===== config.mk =====
export PLATFORM = sky130hd
export DESIGN_NAME = mips_multicycle_ctrl
export DESIGN_NICKNAME = d
export VERILOG_FILES = /design/src/rtl/mips_multicycle_ctrl.sv
export SDC_FILE = /design/constraint.sdc
export NUM_CORES = 1
export LEC_CHECK = 0
export CORE_MARGIN = 5
export CORE_UTILIZATION = 47
export DETAILED_ROUTE_END_ITERATION = 12
export PLACE_DENSITY = 0.85
export SLEW_MARGIN = 20
export SYNTH_ARGS = -nofsm -noshare
export SYNTH_HDL_FRONTEND = slang
export SYNTH_SLANG_ARGS = --single-unit

===== constraint.sdc =====
create_clock -name clk -period 1.7 [get_ports clk]
set_input_delay 0.17 -clock clk [delete_from_list [all_inputs] [get_ports clk]]
set_output_delay 0.17 -clock clk [all_outputs]
set_load 0.01 [all_outputs]

===== src/rtl/mips_multicycle_ctrl.sv =====
// ---------------------------------------------------------------------------
// mips_multicycle_ctrl
//
// Sequencing controller for the multi-cycle 64-bit MIPS datapath. The
// datapath has one shared memory port plus IR, register file, ALU and PC.
// The controller reads the opcode held in the IR and walks the datapath
// through fetch, decode, execute, memory and writeback. It waits for the
// memory ready handshake. It reports illegal opcodes and memory timeouts
// through a sticky error code.
//
// Ports:
//   clk            system clock
//   rst_n          asynchronous active-low reset
//   run_i          allows a new instruction fetch to start
//   opcode_i       IR[31:26], valid from the cycle after the IR write
//   zero_i         ALU zero flag
//   mem_ready_i    memory access completes this cycle
//   PCWrite_o .. MemToReg_o   single-bit datapath controls
//   ALUSrcB_o      00 reg, 01 const 4, 10 sign-extended imm, 11 imm<<2
//   ALUOp_o        00 add, 01 subtract, 10 funct field
//   PCSrc_o        00 ALU result, 01 ALUOut, 10 jump target
//   retire_o       one-cycle pulse on the last cycle of an instruction
//   err_o          sticky: 00 none, 01 illegal opcode, 10 memory timeout
//   state_o        current state, for debug
// ---------------------------------------------------------------------------
module mips_multicycle_ctrl #(
    parameter int OPW     = 6,
    parameter int TIMEOUT = 16
) (
    input  logic           clk,
    input  logic           rst_n,
    input  logic           run_i,
    input  logic [OPW-1:0] opcode_i,
    input  logic           zero_i,
    input  logic           mem_ready_i,
    output logic           PCWrite_o,
    output logic           IRWrite_o,
    output logic           IorD_o,
    output logic           RegDst_o,
    output logic           RegWrite_o,
    output logic           ALUSrcA_o,
    output logic           MemRead_o,
    output logic           MemWrite_o,
    output logic           MemToReg_o,
    output logic [1:0]     ALUSrcB_o,
    output logic [1:0]     ALUOp_o,
    output logic [1:0]     PCSrc_o,
    output logic           retire_o,
    output logic [1:0]     err_o,
    output logic [3:0]     state_o
);

    localparam logic [OPW-1:0] OP_RTYPE = OPW'(6'b000000);
    localparam logic [OPW-1:0] OP_ADDI  = OPW'(6'b001000);
    localparam logic [OPW-1:0] OP_LW    = OPW'(6'b100011);
    localparam logic [OPW-1:0] OP_SW    = OPW'(6'b101011);
    localparam logic [OPW-1:0] OP_J     = OPW'(6'b000010);
    localparam logic [OPW-1:0] OP_BEQ   = OPW'(6'b000100);
    localparam logic [OPW-1:0] OP_BNE   = OPW'(6'b000101);

    // The wait counter holds the number of earlier wait cycles. The timeout
    // fires on the TIMEOUT-th consecutive wait cycle, so the counter never
    // needs to hold TIMEOUT itself.
    localparam int             CW      = (TIMEOUT < 2) ? 1 : $clog2(TIMEOUT);
    localparam logic [CW-1:0]  TO_LAST = CW'((TIMEOUT > 0) ? TIMEOUT - 1 : 0);

    typedef enum logic [3:0] {
        ST_RST    = 4'd0,
        ST_FETCH  = 4'd1,
        ST_DECODE = 4'd2,
        ST_MEMADR = 4'd3,
        ST_MEMRD  = 4'd4,
        ST_MEMWB  = 4'd5,
        ST_MEMWR  = 4'd6,
        ST_EXEC   = 4'd7,
        ST_ALUWB  = 4'd8,
        ST_ADDIEX = 4'd9,
        ST_ADDIWB = 4'd10,
        ST_BRANCH = 4'd11,
        ST_JUMP   = 4'd12,
        ST_ERROR  = 4'd13
    } state_e;

    state_e          state_q, state_d;
    logic [1:0]      err_q, err_d;
    logic [OPW-1:0]  op_q, op_d;
    logic [CW-1:0]   wait_q, wait_d;
    logic            waiting;
    logic            timeoutHit;

    // State register plus the registers that travel with it: sticky error,
    // latched opcode and memory wait counter.
    always_ff @(posedge clk or negedge rst_n) begin
        if (!rst_n) begin
            state_q <= ST_RST;
            err_q   <= 2'b00;
            op_q    <= '0;
            wait_q  <= '0;
        end else begin
            state_q <= state_d;
            err_q   <= err_d;
            op_q    <= op_d;
            wait_q  <= wait_d;
        end
    end

    // A cycle counts as a wait cycle when a memory access is pending and
    // memory has not answered yet. A fetch is pending only while run_i is
    // high.
    assign waiting    = (((state_q == ST_FETCH) && run_i) ||
                         (state_q == ST_MEMRD) || (state_q == ST_MEMWR)) && !mem_ready_i;
    assign timeoutHit = (TIMEOUT != 0) && waiting && (wait_q == TO_LAST);

    // Next-state logic. mem_ready_i is tested before the timeout, so a
    // late ready still completes the access. The wait counter clears when
    // memory answers, when the state changes or when a fetch is abandoned.
    always_comb begin
        state_d = state_q;
        err_d   = err_q;
        op_d    = op_q;
        case (state_q)
            ST_RST:    state_d = ST_FETCH;
            ST_FETCH: begin
                if (run_i) begin
                    if (mem_ready_i)     state_d = ST_DECODE;
                    else if (timeoutHit) begin
                        state_d = ST_ERROR;
                        err_d   = 2'b10;
                    end
                end
            end
            ST_DECODE: begin
                op_d = opcode_i;
                case (opcode_i)
                    OP_LW, OP_SW:   state_d = ST_MEMADR;
                    OP_RTYPE:       state_d = ST_EXEC;
                    OP_ADDI:        state_d = ST_ADDIEX;
                    OP_BEQ, OP_BNE: state_d = ST_BRANCH;
                    OP_J:           state_d = ST_JUMP;
                    default: begin
                        state_d = ST_ERROR;
                        err_d   = 2'b01;
                    end
                endcase
            end
            ST_MEMADR: state_d = (op_q == OP_LW) ? ST_MEMRD : ST_MEMWR;
            ST_MEMRD: begin
                if (mem_ready_i)     state_d = ST_MEMWB;
                else if (timeoutHit) begin
                    state_d = ST_ERROR;
                    err_d   = 2'b10;
                end
            end
            ST_MEMWR: begin
                if (mem_ready_i)     state_d = ST_FETCH;
                else if (timeoutHit) begin
                    state_d = ST_ERROR;
                    err_d   = 2'b10;
                end
            end
            ST_MEMWB, ST_ALUWB, ST_ADDIWB, ST_BRANCH, ST_JUMP: state_d = ST_FETCH;
            ST_EXEC:   state_d = ST_ALUWB;
            ST_ADDIEX: state_d = ST_ADDIWB;
            ST_ERROR:  state_d = ST_ERROR;
            default:   state_d = ST_ERROR;
        endcase
        wait_d = (waiting && (state_d == state_q)) ? wait_q + CW'(1) : '0;
    end

    // Output decode. Outputs are mostly Moore. FETCH uses run_i and
    // mem_ready_i, MEMWR retires on mem_ready_i, and BRANCH sets PCWrite
    // from the latched opcode and zero_i.
    always_comb begin
        PCWrite_o  = 1'b0;
        IRWrite_o  = 1'b0;
        IorD_o     = 1'b0;
        RegDst_o   = 1'b0;
        RegWrite_o = 1'b0;
        ALUSrcA_o  = 1'b0;
        MemRead_o  = 1'b0;
        MemWrite_o = 1'b0;
        MemToReg_o = 1'b0;
        ALUSrcB_o  = 2'b00;
        ALUOp_o    = 2'b00;
        PCSrc_o    = 2'b00;
        retire_o   = 1'b0;
        case (state_q)
            ST_FETCH: begin
                if (run_i) begin
                    MemRead_o = 1'b1;
                    ALUSrcB_o = 2'b01;
                    IRWrite_o = mem_ready_i;
                    PCWrite_o = mem_ready_i;
                end
            end
            ST_DECODE: ALUSrcB_o = 2'b11;
            ST_MEMADR, ST_ADDIEX: begin
                ALUSrcA_o = 1'b1;
                ALUSrcB_o = 2'b10;
            end
            ST_MEMRD: begin
                MemRead_o = 1'b1;
                IorD_o    = 1'b1;
            end
            ST_MEMWB: begin
                RegWrite_o = 1'b1;
                MemToReg_o = 1'b1;
                retire_o   = 1'b1;
            end
            ST_MEMWR: begin
                MemWrite_o = 1'b1;
                IorD_o     = 1'b1;
                retire_o   = mem_ready_i;
            end
            ST_EXEC: begin
                ALUSrcA_o = 1'b1;
                ALUOp_o   = 2'b10;
            end
            ST_ALUWB: begin
                RegWrite_o = 1'b1;
                RegDst_o   = 1'b1;
                retire_o   = 1'b1;
            end
            ST_ADDIWB: begin
                RegWrite_o = 1'b1;
                retire_o   = 1'b1;
            end
            ST_BRANCH: begin
                ALUSrcA_o = 1'b1;
                ALUOp_o   = 2'b01;
                PCSrc_o   = 2'b01;
                retire_o  = 1'b1;
                PCWrite_o = ((op_q == OP_BEQ) && zero_i) || ((op_q == OP_BNE) && !zero_i);
            end
            ST_JUMP: begin
                PCSrc_o   = 2'b10;
                PCWrite_o = 1'b1;
                retire_o  = 1'b1;
            end
            default: ;
        endcase
    end

    assign err_o   = err_q;
    assign state_o = state_q;

endmodule


==> reports/results.ini <==
[status]
outcome=complete, but fails checks
violations=setup timing

[synth]
synth_seq_cells=16
netlist_area_um2=1150
synthDistinctLibCells=44
yosys_warnings=0
avgSynthCellArea_um2=8.73
synth_fp_nets=144
synthCells=132
ys_seq_area_frac=0.347

[placed_design]
hpwl_mm=2.83
placed_cell_area_um2=1740
gp_congestion=0.940
place.port_buffers=32
dp_slack_ns=-0.137

[timing]
fmax_mhz=569
setup_slack_ns=-0.0568
finalSetupViolCount=2
hold_violations=0
finClkSkew_ns=0.00981
drv_slew=0
hold_ws_ns=0.174
grt_setup_unrepaired=true
period_share=1.03
fin_setup_tns_ns=-0.0980
relSlewSlack=0.741
min_period_ns=1.76
tightestPinTransition_ns=0.382

[finish]
fin_nets=225
syn_to_final_growth_pct=67.0
stdcell_area_um2=1920
post_route_cells_drive_above_1_share=0.472
final_cell_mix=buf_4 (51), clkdlybuf4s50_1 (13), dfrtp_1 (12)
num_antenna_cells=0
final_common_cell=buf_4

[grt]
grtUsageTotal=0.245
antenna_found_initial=0
grt_max_degree=17
grt_pass1_vias=1442
grt_overflow=0
grt_pass1_wl_mm=6.60

[critical_path]
startpoint_type=flop
required_ns=1.53
cp.arrival_ns=1.59
end_kind=primary output
path_max_fanout=4
crit_type=flop to primary output

[clocking]
cts_tree=built
cts_made_buffers=3
clock-root-buffer=clkbuf_4
cts_hold_repair.buffers=0
cts.clk_slew.worst_paths_ns=0.10
htreeDepth=1
insertion_delay_ns=0.30
cts_num_sinks=16
clock_path_buffers=2

[floorplan]
die_x_um=59.5
die_area_um2=3540
initial_core_util=0.478
io_pins=33
rows=18
fp.dieH_um=59.5
core_area_um2=2410

[detailed_routing]
routedWlPerCell_um=18.3
drtIter0Drc=52
drt_wl_total_mm=4.44
antenna_left=0
vias=1440
drc=0
via_per_inst=5.95
drt-pass1-iter-count=4

[min_path]
min_path_type=input port to asynchronous set/reset pin

[power_and_ir_drop]
powerDensity_nw_per_um2=1550
finalPower_mw=2.98
ir_worst_vdd_v=0.00131
p_leak_nw=0.922

[flow_run]
drv_cap=0

logic make-up after synthesis:
| kind of cell | after synthesis | synth area share |
|---|---|---|
| AOI/OAI and AO/OA | 33 | 0.198 |
| and+or+nand+nor | 64 | 0.326 |
| buffers and inverters | 10 | 0.0445 |
| adders and majority gates | 1 | 0.0109 |
| muxes | 6 | 0.0586 |
| DFF | 16 | 0.347 |
| xor gates and xnor gates | 2 | 0.0152 |
flip-flops by register name, indices dropped and copies added (netlist names):
| register | flops |
|---|---|
| wait_q | 4 |
| err_o | 2 |
| state_o | 4 |
| op_q | 6 |
cells in the mapped netlist (all sizes together):
master / n / share of area
o22ai: 1 / 0.0054
nor4: 3 / 0.016
inv: 2 / 0.0065
a31oi: 1 / 0.0054
and4bb: 1 / 0.014
or3: 1 / 0.0054
a311oi: 1 / 0.0076
nand3b: 1 / 0.0065
nor2: 14 / 0.046
dfrtp: 16 / 0.35
nand2b: 5 / 0.027
mux2: 6 / 0.059
clkbuf: 3 / 0.0098
and2b: 2 / 0.013
nor2b: 6 / 0.039
o2111ai: 1 / 0.0076
o21ai: 7 / 0.030
a21boi: 2 / 0.013
nand3: 3 / 0.013
a211oi: 2 / 0.013
nor3: 10 / 0.053
a211o: 1 / 0.0076
a31o: 1 / 0.0076
and3: 2 / 0.011
a21oi: 11 / 0.048
nor4b: 2 / 0.015
nand2: 6 / 0.020
buf: 5 / 0.028
xnor2: 2 / 0.015
and2: 1 / 0.0054
o211ai: 2 / 0.025
nand4: 4 / 0.022
nor3b: 2 / 0.013
ha: 1 / 0.011
or4: 1 / 0.0065
o32ai: 1 / 0.014
a21o: 2 / 0.013
cell type report:
| class | instances | area (um^2) |
|---|---|---|
| Tap cell | 30 | 37.5 |
| Timing Repair Buffer | 84 | 679 |
| Multi-Input combinational cell | 106 | 758 |
| Inverter | 2 | 7.51 |
| Fill cell | 141 | 485 |
| Sequential cell | 16 | 405 |
| Clock buffer | 4 | 36.3 |
power by group:
| group | total (mW) | internal, mW | switching [mW] | leakage (nW) |
|---|---|---|---|---|
| sequential | 0.673 | 0.531 | 0.142 | 0.196 |
| combinational | 2.05 | 1.10 | 0.949 | 0.705 |
| clock | 0.263 | 0.131 | 0.132 | 0.0210 |
critical path: stages, from the launching register on:
cell and delay [ns]:
dfrtp_2 0.44, buf_4 0.16, and2b_2 0.22, nand2_2 0.08, a21oi_2 0.06, a31o_2 0.22
buf_6 0.12
routing by layer:
metal / track usage / up-vias / share of wire
met5: 0 / - / 0
met2: 0.456 / 71 / 0.53
met4: 0.0475 / 0 / 0.011
met1: 0.284 / 713 / 0.40
met3: 0.0588 / 6 / 0.066
li1: - / 650 / -
path summary, 6_finish.rpt:
kind	startpoint	end	slack [ns]	cells past startpoint
min in group clk	err_o[0]$_DFFE_PN0P_	err_o[0]$_DFFE_PN0P_	0.50	1
max reg2reg	state_o[2]$_DFF_PN0_	op_q[5]$_DFFE_PN0P_	0.03	6
min	rst_n	state_o[1]$_DFF_PN0_	0.17	2
max	state_o[2]$_DFF_PN0_	PCWrite_o	-0.06	6
max in group asynchronous	rst_n	state_o[3]$_DFF_PN0_	1.33	2
min reg2reg	err_o[0]$_DFFE_PN0P_	err_o[0]$_DFFE_PN0P_	0.50	1
metrics by stage:
step,utilization,instances
floorplan,-,132
global placement,0.724,223
detailed placement,0.724,223
CTS,0.772,235
global route,0.799,242
finish,0.799,242
what timing repair did:
action | CTS | global route
buffers inserted | 8 | 7
pin swaps | 0 | 3
endpoints found under the setup margin | 20 | 21
gates resized for setup | 42 | 37
(Power assumes the default switching activity.)
